===== src/rtl/crc8_frame_ctrl.sv =====
// Frame sequencer around a bit-serial, MSB-first CRC-8.
// Bytes arrive over valid/ready; the final CRC and byte count leave over valid/ready.
module crc8_frame_ctrl #(
  parameter logic [7:0] POLY   = 8'h8B,
  parameter logic [7:0] INIT   = 8'h00,
  parameter logic [7:0] XOROUT = 8'hFF,
  parameter int         CNT_W  = 16
) (
  input  logic             clk,
  input  logic             rst,
  input  logic [7:0]       in_data,
  input  logic             in_valid,
  input  logic             in_last,
  output logic             in_ready,
  input  logic             abort,
  output logic [7:0]       crc_out,
  output logic [CNT_W-1:0] byte_count,
  output logic             crc_valid,
  input  logic             crc_ready,
  output logic             busy
);
  typedef enum logic [1:0] {IDLE, SHIFT, RESULT} state_t;

  state_t           state, state_nx;
  logic [7:0]       crc_reg, sh;
  logic [2:0]       bit_cnt;
  logic             last_q, sof;
  logic [CNT_W-1:0] cnt;
  logic             accept, take, fb;

  always_ff @(posedge clk) begin
    if (rst) state <= IDLE;
    else     state <= state_nx;
  end

  always_comb begin
    state_nx  = state;
    in_ready  = 1'b0;
    crc_valid = 1'b0;
    case (state)
      IDLE: begin
        in_ready = 1'b1;
        if (in_valid) state_nx = SHIFT;
      end
      SHIFT:   if (bit_cnt == 3'd0) state_nx = last_q ? RESULT : IDLE;
      RESULT: begin
        crc_valid = 1'b1;
        if (crc_ready) state_nx = IDLE;
      end
      default: state_nx = IDLE;
    endcase
    // abort wins over everything except reset; a byte offered with it is dropped
    if (abort) state_nx = IDLE;
  end

  assign accept = in_valid & in_ready & ~abort;
  assign take   = crc_valid & crc_ready & ~abort;
  assign fb     = crc_reg[7] ^ sh[7];

  always_ff @(posedge clk) begin
    if (rst) begin
      crc_reg <= INIT;
      sh      <= '0;
      bit_cnt <= '0;
      last_q  <= 1'b0;
      cnt     <= '0;
      sof     <= 1'b1;
    end else if (abort) begin
      crc_reg <= INIT;
      cnt     <= '0;
      sof     <= 1'b1;
    end else begin
      if (accept) begin
        sh      <= in_data;
        last_q  <= in_last;
        bit_cnt <= 3'd7;
        sof     <= 1'b0;
        if (sof) crc_reg <= INIT;
        if (!(&cnt)) cnt <= cnt + CNT_W'(1);
      end
      if (state == SHIFT) begin
        crc_reg <= {crc_reg[6:0], 1'b0} ^ (fb ? POLY : 8'h00);
        sh      <= {sh[6:0], 1'b0};
        bit_cnt <= bit_cnt - 3'd1;
      end
      if (take) begin
        cnt <= '0;
        sof <= 1'b1;
      end
    end
  end

  assign crc_out    = crc_reg ^ XOROUT;
  assign byte_count = cnt;
  // sof is clear exactly while a frame has started and its result is still pending
  assign busy       = ~sof;
endmodule


===== config.mk =====
export PLATFORM = sky130hd
export DESIGN_NAME = crc8_frame_ctrl
export DESIGN_NICKNAME = d
export VERILOG_FILES = /design/src/rtl/crc8_frame_ctrl.sv
export SDC_FILE = /design/constraint.sdc
export NUM_CORES = 1
export LEC_CHECK = 0
export ABC_AREA = 1
export CAP_MARGIN = 20
export CORE_UTILIZATION = 50
export CTS_BUF_LIST = sky130_fd_sc_hd__clkbuf_8
export DETAILED_ROUTE_END_ITERATION = 8
export DONT_BUFFER_PORTS = 1
export PLACE_DENSITY = 0.72
export SETUP_SLACK_MARGIN = 0.02
export SLEW_MARGIN = 25
export SYNTH_ARGS = -nofsm -noshare
export SYNTH_HDL_FRONTEND = slang
export SYNTH_SLANG_ARGS = --single-unit

===== constraint.sdc =====
create_clock -name clk -period 2.3 [get_ports clk]
set_input_delay 0.575 -clock clk [delete_from_list [all_inputs] [get_ports clk]]
set_output_delay 0.575 -clock clk [all_outputs]
set_load 0.05 [all_outputs]

== Word-level counts from Yosys, hierarchy flattened ==
Cells that the tools add are included.

* Output and inout bits: 27
* Input port bits: 14
* Logic and storage cells: 51
* Register bits: 39

* Muxes and demuxes: 15
* $add $sub $neg: 2
* Bitwise gates (word level): 10
* Eq/ne operators: 5
* Reductions and logical operators: 12

{| class="wikitable"
|+ Operator list
! kind !! number
|-
| 8-bit two-way mux || 6
|-
| 16-bit by 1-bit adder with 16-bit output (second input constant) || 1
|-
| 16-bit AND reduction || 1
|-
| 2-bit two-way mux || 4
|-
| 8-bit inverter || 1
|-
| 2-bit AND reduction || 4
|-
| 8-bit bitwise XOR || 1
|-
| 3-bit two-way mux || 2
|-
| 2-bit inequality test (second input constant) || 3
|-
| 2-bit one-hot mux with 3 select lines || 1
|-
| 1-bit bitwise AND || 4
|-
| 2-bit nonzero test || 2
|-
| 3-bit logical NOT || 1
|-
| 1-bit inverter || 3
|-
| 3-bit AND reduction || 1
|-
| 3-bit OR reduction || 1
|-
| 3-bit by 1-bit subtractor with 3-bit output (second input constant) || 1
|-
| 2-bit by 1-bit equality test with 1-bit output (second input constant) || 1
|-
| 2-bit equality test (second input constant) || 1
|-
| 2-bit logical NOT || 1
|-
| 1-bit two-way mux || 2
|-
| 2-bit OR reduction || 1
|-
| 1-bit bitwise XOR || 1
|}

== Depth between registers and ports, before layout ==
* Depth in word-level cells: 6
* Gate-level depth with buffers: 10
* Mapped depth without buffers: 9

== Worst setup path before layout ==
OpenSTA, ideal clock, no wires.

* Path type: reg-to-reg
* From: reg state[1]
* To: reg cnt[7] (netlist: byte_count[7])
* Clock period less this slack: 1869 ps
* Slack: 431 ps
* Stages on the path, launching flop included: 9
* Data arrival time: 1753 ps
* Required time: 2184 ps
* Library setup time: 116 ps
* Path buffers: 1
* Cell sequence: dfxtp_1 -> inv_2 -> nor2_1 -> nand2_1 -> nand2_2 -> inv_2 -> buf_2 -> o21ai_0 -> nor2_1

* Longest elaborated chain between the ends: 5
* Elaborated cells on any way between the ends: 10
* Classes of those cells: eq/ne (1); mux (2); bitwise (4); reduce/logical (3)

{| class="wikitable"
|+ Ends and longest elaborated chain
! item !! RTL line !! RTL
|-
| from (decl) || 24 || <nowiki>state_t state, state_nx;</nowiki>
|-
| from (signal assigned) || 33 || <nowiki>else state <= state_nx;</nowiki>
|-
| 2-bit equality test || 40 || <nowiki>case (state)</nowiki>
|-
| 1-bit two-way mux || 40 ||
|-
| net crc_valid || 18 || <nowiki>output logic crc_valid,</nowiki>
|-
| 1-bit bitwise AND (2 in a row) || 57 || <nowiki>assign take = crc_valid & crc_ready & ~abort;</nowiki>
|-
| 3-bit OR reduction (no source line) || -- ||
|-
| to (signal assigned) || 79 || <nowiki>if (!(&cnt)) cnt <= cnt + CNT_W'(1);</nowiki>
|-
| to (decl) || 28 || <nowiki>logic [CNT_W-1:0] cnt;</nowiki>
|}

The timed path passes the listed nets, and every way through them passes these cells.
A chain may end at the register's enable or synchronous reset.

== Worst setup path in the final report ==
* From: reg state[1]
* To: out crc_valid

* Longest elaborated chain between the ends: 2

{| class="wikitable"
|+ Ends and longest elaborated chain
! item !! RTL line
|-
| 2-bit equality test || 40
|-
| 1-bit two-way mux || 40
|-
| to (decl) || 18
|}

Every way passes these cells.

==> results.yml <==
clock_tree:
  cts_setup_buffers: 0
  clk_latency_ns: 0.29
  root_buffer: "clkbuf_8"
  clk_pin_slew_ns: 0.08
  cts_buffers: 5
  htreeDepth: 2
  ctsLongestPathBuffers: 2
  post_cts_resized: 0
  cts_hold_buf: 0
  cts_tree: "built"
  cts.sinks: 39
cells_and_area:
  mostFrequentLayoutCells: "84 x nand2_1, 39 x nor2_1, 39 x dfxtp_1"
  final_common_cell: "nand2_1"
  nets: 325
  drive_gt1_share_pct: 14.24
  final_util_pct: 60.70
  n_antenna_cell: 0
  synthToLayoutAreaGrowth_pct: 13.71
  num-fill-cells: 342
  largest_register_ffs: 16
power:
  pwr-share-comb_pct: 9.6
  clkPwrFrac_pct: 40.5
  p_sw_share_pct: 25.24
  internal-power_w: 0.001064
  ir_drop_mv: 0.5110
  pwr-share-seq_pct: 49.9
  power.switching_w: 0.0003594
  p_leak_nw: 0.8848
  p_per_area_mw_per_mm2: 626.5
sta:
  worst_pin_slew_ns: 0.4599
  hold_violations: 0
  finalSetupTns_ns: 0
  setup_viol: 0
  slew_violations: 0
  rsz0062_at_grt: "false"
  finalClockSkew_ns: 0.006412
  slew_headroom_pct: 69.34
  layout_min_cycle_time_ns: 1.686
  finalCritPeriodShare_pct: 73.29
  hold_ws_ns: 0.3363
  timing.fmax_ghz: 0.5932
grt:
  track_usage_pct: 23.03
  grt_max_degree: 19
  first_global_vias: 1742
  grt-ovfl-total: 0
  antenna_found_initial: 0
  grt_pass1_wl_um: 7624
logic_synthesis:
  yosysSeqAreaShare_pct: 39.07
  syn_avg_cell_area_um2: 6.938
  ys_warn_count: 0
  synth_seq_cells: 39
  syn-instance-count: 288
  synth_area_mm2: 0.001998
  syn-num-nets: 305
  synth_cell_types: 32
place:
  io_buffers: 0
  dp_hpwl_um: 3256
  gp_congestion: 0.8672
route:
  initialDrtViolationCount: 180
  drt-total-wl_um: 4385
  firstDrtPassIters: 4
  drcViolationCount: 0
  vias: 1879
  avgViaCountPerCell: 5.263
  routedWlPerCell_um: 12.28
  drtAntennaViolNets: 0
run:
  cap_violations: 0
floorplanning:
  rows: 22
  die_w_um: 65.22
  die-area_mm2: 0.004253
  die_h_um: 65.22
  core_area_mm2: 0.003744
  io_pins: 41
  start_util_pct: 53.38
critical_path:
  cp-end-kind: "output pin"
  worst_ep_required_time_ns: 1.73
  startpoint_type: "flop"
  path_max_fanout: 3
  cp.arrival_ns: 1.11
  critical_path_class: "flop to output pin"
min_path:
  min_path_type: "input port to flop"
status:
  status: "finished, final reports clean"
## worst paths after layout
| check | from | end | slack (ns) | depth (start not counted) |
|---|---|---|---|---|
| worst max-delay path | state[1] | crc_valid | 0.61 | 3 |
| worst min-delay path | rst | last_q | 0.34 | 1 |
| worst max register to register | byte_count[2] | byte_count[9] | 0.64 | 8 |
| worst min register to register | last_q | last_q | 0.47 | 2 |
## cells by family after synthesis
| logic type | count (synthesis) | synth area share [%] |
|---|---|---|
| AO/OA/AOI/OAI | 51 | 15.28 |
| XOR/XNOR | 6 | 2.630 |
| adder cells (fa/ha/maj) | 3 | 1.879 |
| AND/OR/NAND/NOR | 151 | 32.69 |
| flip-flops | 39 | 39.07 |
| buffers and inverters | 38 | 8.453 |
## power groups by stage
stage	Combinational, W	Sequential (W)	Clock [W]
final	0.000137	0.000711	0.000576
after detailed placement	0.000137	0.000726	0
after global routing	0.000155	0.000714	0.000615
after floorplan	0.000104	0.000737	0
after global placement	0.000134	0.000726	0
after CTS	0.000138	0.000711	0.000580
## synth_stat cells, drive strengths merged
cell type   n  share of area [%]
nand2      89                 18
nor2       42                8.5
dfxtp      39                 39
inv        30                5.8
a21oi      24                6.6
nand3      14                4.1
o21ai      10                2.7
a31oi       7                2.2
o21bai      7                2.6
buf         5                1.9
xor2        4                1.8
ha          3                1.9
nand4       3               0.94
a211oi      2               0.75
clkinv      2               0.63
or2         2               0.63
xnor2       2               0.88
clkbuf      1               0.19
nand3b      1               0.38
o311ai      1               0.44
## critical path, cell delays in order, from the launching register on
cell     delay, ns
dfxtp_1       0.42
inv_2         0.08
nor2_1        0.10
buf_4         0.22
## layout make-up
type	instances	area [um^2]	share of cell area, %
multi-input cells	211	1049	46.15
repair buffers	19	142.6	6.278
clock buffers	5	68.82	3.029
inverters	32	127.6	5.617
flip-flops and latches	39	780.7	34.36
clock inverters	3	43.79	1.927
well taps	48	60.06	2.643
## metrics by stage
stage               area, um^2  power [W]  cells  setup WS [ns]
floorplan                 1998  0.0008405    288         0.4305
global placement          2160  0.0008603    349         0.6512
detailed placement        2160  0.0008632    349         0.6063
CTS                       2272   0.001429    357         0.6103
global route              2272   0.001484    357         0.4788
finish                    2272   0.001424    357         0.6142
## metal layers
metal,vias up,part of all wire [%],GRT usage (%),routed length [um]
met3,4,5.9,6.076,257
met1,865,48,30.40,2115
met5,-,0,0,0
li1,968,-,-,-
met4,0,0.87,7.609,38
met2,42,45,36.21,1974
No activity file was read; power rests on OpenSTA's default activity.
